## config.mk

```make
export PLATFORM = sky130hd
export DESIGN_NAME = multicycle_seq
export DESIGN_NICKNAME = d
export VERILOG_FILES = /design/src/rtl/multicycle_seq.sv
export SDC_FILE = /design/constraint.sdc
export NUM_CORES = 1
export LEC_CHECK = 0
export BUFFER_PORTS_ARGS = -buffer_cell sky130_fd_sc_hd__buf_4
export CAP_MARGIN = 0
export CORE_MARGIN = 3
export CORE_UTILIZATION = 45
export DETAILED_ROUTE_END_ITERATION = 7
export PLACE_DENSITY = 0.78
export REMOVE_ABC_BUFFERS = 1
export SETUP_SLACK_MARGIN = 0.15
export SYNTH_ARGS = -nofsm -noshare
export SYNTH_HDL_FRONTEND = slang
export SYNTH_SLANG_ARGS = --single-unit
```

## constraint.sdc

```tcl
create_clock -name clk -period 1.72 [get_ports clk]
set_input_delay 0.086 -clock clk [delete_from_list [all_inputs] [get_ports clk]]
set_output_delay 0.086 -clock clk [all_outputs]
set_load 0.03 [all_outputs]
```

## src/rtl/multicycle_seq.sv

```systemverilog
// Multi-cycle control sequencer: FETCH/DECODE/EXEC/MEM/WB with a bus-timeout fault.
// Optional retired-instruction counter enabled by MULTICYCLE_SEQ_RETIRE_CNT_EN.
module multicycle_seq #(
    parameter int TO_LIMIT = 15,
    parameter int TO_W     = 8
) (
    input  logic        clk,
    input  logic        reset,
    input  logic        run,
    input  logic [7:0]  instr,
    input  logic        imem_ready,
    input  logic        dmem_ready,
    output logic        imem_req,
    output logic        dmem_req,
    output logic        dmem_we,
    output logic        ir_we,
    output logic        pc_we,
    output logic [1:0]  pc_src,
    output logic [1:0]  alu_op,
    output logic        alu_src_imm,
    output logic        reg_we,
    output logic        mem_to_reg,
    output logic        retire,
    output logic        bus_err,
    output logic [2:0]  state,
    output logic [15:0] retire_cnt
);

    typedef enum logic [2:0] {
        ST_FETCH  = 3'd0,
        ST_DECODE = 3'd1,
        ST_EXEC   = 3'd2,
        ST_MEM    = 3'd3,
        ST_WB     = 3'd4,
        ST_FAULT  = 3'd7
    } state_e;

    localparam logic [2:0] OP_ADD  = 3'd0;
    localparam logic [2:0] OP_SUB  = 3'd1;
    localparam logic [2:0] OP_AND  = 3'd2;
    localparam logic [2:0] OP_JR   = 3'd3;
    localparam logic [2:0] OP_ADDI = 3'd4;
    localparam logic [2:0] OP_LW   = 3'd5;
    localparam logic [2:0] OP_SW   = 3'd6;
    localparam logic [2:0] OP_J    = 3'd7;

    // Counter value at which one more unanswered request cycle means a timeout.
    localparam logic [TO_W-1:0] TO_LAST = TO_W'(TO_LIMIT - 1);
    localparam logic [TO_W-1:0] WAIT_ONE = TO_W'(1);

    state_e          state_q, state_d;
    logic [TO_W-1:0] wait_q, wait_d;
    logic            bus_err_q, bus_err_d;
    logic            wait_req_s;
    logic            wait_rdy_s;
    logic [2:0]      opcode_s;
    logic            unused_instr_s;

    assign opcode_s       = instr[7:5];
    assign unused_instr_s = ^instr[4:0];
    assign state          = state_q;
    assign bus_err        = bus_err_q;

    // Next-state and strobe decode.
    always_comb begin
        state_d     = state_q;
        imem_req    = 1'b0;
        dmem_req    = 1'b0;
        dmem_we     = 1'b0;
        ir_we       = 1'b0;
        pc_we       = 1'b0;
        pc_src      = 2'b00;
        alu_op      = 2'b00;
        alu_src_imm = 1'b0;
        reg_we      = 1'b0;
        mem_to_reg  = 1'b0;
        retire      = 1'b0;
        wait_req_s  = 1'b0;
        wait_rdy_s  = 1'b0;
        case (state_q)
            ST_FETCH: begin
                imem_req   = run;
                wait_req_s = run;
                wait_rdy_s = imem_ready;
                if (run && imem_ready) begin
                    ir_we   = 1'b1;
                    pc_we   = 1'b1;
                    pc_src  = 2'b00;
                    state_d = ST_DECODE;
                end else if (run && (wait_q == TO_LAST)) begin
                    state_d = ST_FAULT;
                end else begin
                    state_d = ST_FETCH;
                end
            end
            ST_DECODE: begin
                state_d = ST_EXEC;
            end
            ST_EXEC: begin
                case (opcode_s)
                    OP_ADD:  begin alu_op = 2'b00; state_d = ST_WB; end
                    OP_SUB:  begin alu_op = 2'b01; state_d = ST_WB; end
                    OP_AND:  begin alu_op = 2'b10; state_d = ST_WB; end
                    OP_ADDI: begin alu_src_imm = 1'b1; state_d = ST_WB; end
                    OP_LW, OP_SW: begin
                        alu_src_imm = 1'b1;
                        state_d     = ST_MEM;
                    end
                    OP_J: begin
                        pc_we   = 1'b1;
                        pc_src  = 2'b01;
                        retire  = 1'b1;
                        state_d = ST_FETCH;
                    end
                    OP_JR: begin
                        pc_we   = 1'b1;
                        pc_src  = 2'b10;
                        retire  = 1'b1;
                        state_d = ST_FETCH;
                    end
                    default: state_d = ST_FETCH;
                endcase
            end
            ST_MEM: begin
                dmem_req    = 1'b1;
                alu_src_imm = 1'b1;
                dmem_we     = (opcode_s == OP_SW);
                wait_req_s  = 1'b1;
                wait_rdy_s  = dmem_ready;
                if (dmem_ready) begin
                    if (opcode_s == OP_SW) begin
                        retire  = 1'b1;
                        state_d = ST_FETCH;
                    end else begin
                        state_d = ST_WB;
                    end
                end else if (wait_q == TO_LAST) begin
                    state_d = ST_FAULT;
                end else begin
                    state_d = ST_MEM;
                end
            end
            ST_WB: begin
                reg_we      = 1'b1;
                mem_to_reg  = (opcode_s == OP_LW);
                alu_src_imm = (opcode_s == OP_ADDI);
                retire      = 1'b1;
                state_d     = ST_FETCH;
            end
            ST_FAULT: begin
                state_d = ST_FAULT;
            end
            default: begin
                state_d = ST_FETCH;
            end
        endcase
    end

    // Wait counter runs only while a request is outstanding in the same state.
    always_comb begin
        wait_d    = '0;
        bus_err_d = bus_err_q | (state_d == ST_FAULT);
        if (state_d != state_q) begin
            wait_d = '0;
        end else if (wait_req_s && !wait_rdy_s) begin
            wait_d = wait_q + WAIT_ONE;
        end else begin
            wait_d = '0;
        end
    end

    // State, wait counter and sticky fault registers.
    always_ff @(posedge clk or posedge reset) begin
        if (reset) begin
            state_q   <= ST_FETCH;
            wait_q    <= '0;
            bus_err_q <= 1'b0;
        end else begin
            state_q   <= state_d;
            wait_q    <= wait_d;
            bus_err_q <= bus_err_d;
        end
    end

`ifdef MULTICYCLE_SEQ_RETIRE_CNT_EN
    logic [15:0] retire_cnt_q, retire_cnt_d;

    // Retired-instruction counter, wraps naturally at 16 bits.
    always_comb begin
        if (retire) begin
            retire_cnt_d = retire_cnt_q + 16'd1;
        end else begin
            retire_cnt_d = retire_cnt_q;
        end
    end

    // Retire counter register.
    always_ff @(posedge clk or posedge reset) begin
        if (reset) begin
            retire_cnt_q <= 16'h0000;
        end else begin
            retire_cnt_q <= retire_cnt_d;
        end
    end

    assign retire_cnt = retire_cnt_q;
`else
    assign retire_cnt = 16'h0000;
`endif

endmodule

```

==> impl_metrics.tcl, run 1 <==
set metrics [dict create \
    dieArea_um2 2726 \
    drc 0 \
    ir_drop_uv 823.0 \
    synth_common_cells "16 x buf_4, 13 x nor2_1, 12 x dfrtp_1" \
    power_mw 1.624 \
    synth_seq_area_share_pct 31.25 \
    grt_max_degree 13 \
    fin_crit_ns 1.709 \
    start_kind "register" \
    via_per_inst 5.057 \
    arrival_ns 1.62 \
    io_pins 46 \
    synthCells 109 \
    wl_per_cell_um 13.85 \
    nNetsFinal 165 \
    setup_viol 0 \
    async_reset_ff_share_pct 100.0 \
    clockBufferDepth 2 \
    drt_wl_total_um 2438 \
    drtIter0Drc 15 \
    cts_made_buffers 3 \
    hpwl_um 1643 \
    row_count 16 \
    start_util_pct 48.48 \
    cp_max_fo 7 \
    cts_sinks 12 \
    vias 890 \
    rsz0062_at_grt "yes" \
    cts_tree "yes" \
    synth_ff_type "dfrtp_1" \
    die_w_um 52.21 \
    reg2reg_depth 5 \
    clk_latency_ns 0.28 \
    syn_to_final_growth_pct 43.23 \
    die_y_um 52.21 \
    cap_violations 0 \
    fmax_mhz 585.2 \
    port-buffer-count 24 \
    slew_viol_final 0 \
    worstHoldPathType "input pin to register" \
    antenna_cells 0 \
    clk_pin_slew_ns 0.07 \
    root_buffer "clkbuf_4" \
    ys_ff_latch 12 \
    antenna_found_initial 0 \
    place_congestion 0.7512 \
    antenna_left 0 \
    cts_max_level 1 \
    avgSynthCellArea_um2 8.816 \
    dpl_worst_slack_ns 0.1117 \
    dr.pass1.iters 4 \
    hold-path-cell-count 3 \
    layout-drive-gt1-share_pct 44.30 \
    clock_skew_ns 0.001007 \
    grtUsageTotal_pct 17.77 \
    syn_area_um2 960.9 \
    end_kind "output pin" \
    status "complete, no violations" \
    yosysTopAreaCellShare_pct 31.25 \
    cellPowerDensity_nw_per_um2 1180 \
    coreArea_um2 1982 \
    worst_slack_ns 0.01122 \
    grt_overflow_total 0 \
    tns_ns 0 \
    synth_edf_count 0 \
    p_leak_nw 0.6667 \
    ys_warn_count 0 \
    grt_pass1_vias 825 \
    yosys-top-cells-area "dfrtp_1 31%, buf_4 13%, xor2_1 5.5%" \
    worstPathRequired_ns 1.63 \
    finalCritPeriodShare_pct 99.35 \
    worstSetupPathType "register to output pin" \
    ys_types 41 \
    synth_most_common_cell "buf_4" \
    hold_viol_final 0 \
    grt_pass1_wl_um 3629 \
    yosys.area.top_type "dfrtp_1" \
]
-- cell type report --
| cell class | instances | area (um^2) |
|---|---|---|
| multi-input combinational | 86 | 639.4 |
| fill | 163 | 605.6 |
| timing repair buffer | 41 | 340.3 |
| sequential | 12 | 304.0 |
| clock buffer | 4 | 36.28 |
| tap | 27 | 33.78 |
| inverter | 6 | 22.52 |
-- cell families (layout without fill, tap and decap cells) --
group / Yosys count / count (layout) / synth area share [%]
AO/OA/AOI/OAI: 15 / 15 / 12.24
XOR/XNOR: 7 / 7 / 6.380
adder cells (fa/ha/maj): 3 / 3 / 3.645
buffers and inverters: 26 / 51 / 18.23
flip-flops: 12 / 12 / 31.25
multiplexers: 1 / 1 / 1.042
other: 1 / 16 / 0.3903
AND/OR/NAND/NOR: 44 / 44 / 26.82
-- placed cells by master (no fill, tap or decap), drive strengths merged, types with 2 or more instances in the layout --
cell,synthesis,final
nor3,3,3
a32oi,2,2
nand2,5,5
nor2,13,13
and3,3,3
nor3b,2,2
and2,2,2
buf,20,40
dfrtp,12,12
nand3,6,6
clkbuf,0,4
a21oi,3,3
xor2,6,6
conb,1,16
nor4b,2,2
a21o,2,2
inv,6,6
o211ai,2,2
ha,2,2
-- stage by stage --
| step | utilization [%] | area [um^2] | hold slack (ns) | std cells |
|---|---|---|---|---|
| 4_1_cts | 64.02 | 1269 | 0.1393 | 172 |
| 3_3_place_gp | 55.56 | 1101 | 0.1063 | 158 |
| 6_report | 69.44 | 1376 | 0.1271 | 176 |
| 3_5_place_dp | 55.56 | 1101 | 0.1163 | 158 |
| 5_1_grt | 69.44 | 1376 | 0.1150 | 176 |
| 2_1_floorplan | - | 864.6 | -0.04930 | 104 |
-- critical path, cell delays in order (launching register included) --
cell and delay, ns:
dfrtp_2 0.48, buf_4 0.17, nor3b_4 0.20, nand2_1 0.11
nor3b_1 0.19, buf_4 0.19
-- path summary, 6_finish.rpt --
check | start | slack (ns) | to
setup / recovery | state[2]$_DFF_PP0_ | 0.01 | alu_op[0]
hold / removal | imem_ready | 0.13 | state[0]$_DFF_PP0_
setup reg to reg | state[0]$_DFF_PP0_ | 0.11 | wait_q[2]$_DFF_PP0_
hold reg to reg | wait_q[0]$_DFF_PP0_ | 0.49 | wait_q[0]$_DFF_PP0_
max in group asynchronous | reset | 1.02 | state[0]$_DFF_PP0_
min in group asynchronous | reset | 0.36 | wait_q[0]$_DFF_PP0_
-- state kept, by name, indices dropped and copies added, names as in the netlist --
name / count
wait_q: 8
state: 3
bus_err: 1
-- per-layer routing --
layer  up-vias  track usage (%)  routed length [um]
met5         -                0                   0
met4         0            9.362                  42
met3         4            1.140                 158
met2        34            32.43                1289
met1       427            20.54                 947
li1        425                -                   -
-- report_power, final --
group	internal (mW)	switching, mW
sequential	0.331	0.0705
clock	0.129	0.0947
combinational	0.457	0.543
-- what timing repair did --
item / CTS / global route
buffers inserted: 9 / 4
hold endpoints to repair: 12 / 0
hold buffers: 1 / 0
gates resized for setup: 15 / 15
setup endpoints to repair: 17 / 19
pin swaps: 8 / 10
Note: power is estimated with default switching activity, not from simulation.
==> run 2: changes to the inputs <==
--- a/config.mk
+++ b/config.mk
@@ -7,10 +7,10 @@
 export LEC_CHECK = 0
 export BUFFER_PORTS_ARGS = -buffer_cell sky130_fd_sc_hd__buf_4
 export CAP_MARGIN = 0
-export CORE_MARGIN = 3
 export CORE_UTILIZATION = 45
 export DETAILED_ROUTE_END_ITERATION = 7
 export PLACE_DENSITY = 0.78
+export RECOVER_POWER = 100
 export REMOVE_ABC_BUFFERS = 1
 export SETUP_SLACK_MARGIN = 0.15
 export SYNTH_ARGS = -nofsm -noshare
==> run 2 against run 1 <==
The run now ends with setup timing left. Via count up 5.7%. Total power up 6.2%. Sequential share of layout area decreased by 0.64 points. Highest routed layer unchanged. Maximum frequency decreased by 1.3%. Final cell count rose by 3.4%. Sequential power down 3%. Combinational power rose by 11%. Critical path depth is 1 lower.
==> impl_metrics.tcl, run 2 (synthesis gave the netlist of run 1 again) <==
set metrics [dict create \
    dr.pass1.iters 4 \
    ir_drop_uv 834.6 \
    drtIter0Drc 6 \
    path_cells "buf_2 > or3b_4 > nor3_1 > buf_4" \
    cp-endpoint "pc_src[0]" \
    placed_area_um2 1101 \
    cellPowerDensity_nw_per_um2 1216 \
    top_register "wait_q" \
    antenna_cells 0 \
    layout-drive-gt1-share_pct 45.81 \
    place_congestion 0.7548 \
    crit_family "simple AND/OR/NAND/NOR gates" \
    wl_per_cell_um 15.09 \
    io_pins 46 \
    drt_wl_total_um 2747 \
    worstSetupPathType "register to output pin" \
    clk_latency_ns 0.28 \
    cts_sinks 12 \
    hpwl_um 1564 \
    hold_slack_ns 0.1441 \
    port-buffer-count 24 \
    hold_viol_final 0 \
    timing.rr.start "state[1]$_DFF_PP0_" \
    clockBufferDepth 2 \
    fmax_mhz 577.5 \
    die_y_um 48.21 \
    rsz0062_at_grt "yes" \
    grt_max_degree 13 \
    met3_usage_pct 2.222 \
    dieArea_um2 2324 \
    status "finished with violations" \
    worst_path_max_delay_cell "or3b_4" \
    grt_use_met1_pct 23.79 \
    finalCritPeriodShare_pct 100.7 \
    grt_overflow_total 0 \
    via_per_inst 5.170 \
    syn_to_final_growth_pct 47.53 \
    root_buffer "clkbuf_4" \
    start_kind "register" \
    cts_max_level 1 \
    grt_use_met2_pct 40.80 \
    violations "setup timing" \
    grt_pass1_vias 858 \
    die_w_um 48.21 \
    nNetsFinal 171 \
    r2r_slack_ns 0.05 \
    final_cell_mix "32 x buf_4, 16 x conb_1, 13 x nor2_1" \
    grtUsageTotal_pct 21.80 \
    cts_made_buffers 3 \
    grt_pass1_wl_um 3539 \
    path_buf_inv 2 \
    clk_pin_slew_ns 0.07 \
    largest_register_ffs 8 \
    p_leak_nw 0.7128 \
    row_count 16 \
    final_common_cell "buf_4" \
    worstHoldPathType "input pin to register" \
    antenna_left 0 \
    path_depth 4 \
    cp_max_fo 5 \
    slew_viol_final 0 \
    fin_crit_ns 1.732 \
    worstSetupStartpoint "state[1]$_DFF_PP0_" \
    worstPathRequired_ns 1.63 \
    reg2reg_depth 6 \
    coreArea_um2 1982 \
    setup_viol 1 \
    cts_tree "yes" \
    drc 0 \
    clock_skew_ns 0.003760 \
    cp_slowest_stage_delay_ns 0.42 \
    top_usage_layer "met2" \
    final_area_um2 1418 \
    arrival_ns 1.65 \
    cap_violations 0 \
    antenna_found_initial 0 \
    end_kind "output pin" \
    worst_slack_ns -0.01167 \
    reg2reg_to "wait_q[0]$_DFF_PP0_" \
    vias 941 \
    start_util_pct 48.48 \
]
## run 2: worst min-delay path by stage
stage	cells past startpoint	start	endpoint
floorplan	1	reset	bus_err$_DFF_PP0_
global placement	2	reset	wait_q[5]$_DFF_PP0_
detailed placement	2	reset	wait_q[6]$_DFF_PP0_
CTS	3	instr[7]	state[1]$_DFF_PP0_
global route	3	imem_ready	state[0]$_DFF_PP0_
finish	3	imem_ready	state[0]$_DFF_PP0_
## run 2: timing repair
item                       4_1_cts  5_1_grt
setup endpoints to repair       16       17
resized for setup               17       17
hold endpoints to repair        12        0
pin swaps                        6       15
hold buffers                     1        0
buffers inserted                13        6
## run 2: stage by stage
step                      power [mW]  instances   TNS, ns  setup WS [ns]  util, %
after global placement         1.078        158         0         0.1465    55.56
final                          1.724        182  -0.01167       -0.01167    71.53
after floorplan               0.8454        104    -4.301        -0.5678        -
after global routing           1.809        182   -0.2697       -0.05738    71.53
after detailed placement       1.099        158         0        0.07478    55.56
after CTS                      1.556        176         0        0.03708    65.91
## run 2: where the power goes
group | internal (mW) | switching [mW]
clock | 0.129 | 0.0998
sequential | 0.331 | 0.0570
combinational | 0.508 | 0.600
total | 0.967 | 0.757
## run 2: per-layer routing
layer | share of wire [%] | wire, um
met1 | 38 | 1041
met2 | 56 | 1548
met3 | 4.5 | 123
met4 | 1.2 | 34
met5 | 0 | 0
## run 2: layout make-up
class	instances	area, um^2
inverters	6	25.02
well taps	27	33.78
fillers	159	564.3
clock buffers	4	36.28
flip-flops and latches	12	304.0
repair buffers	47	382.9
multi-input cells	86	635.6
## run 2: worst min-delay path, delay by kind of cell
kind,cells,cell delay [ns]
AO/OA/AOI/OAI,2,0.19
buffers and inverters,1,0.11
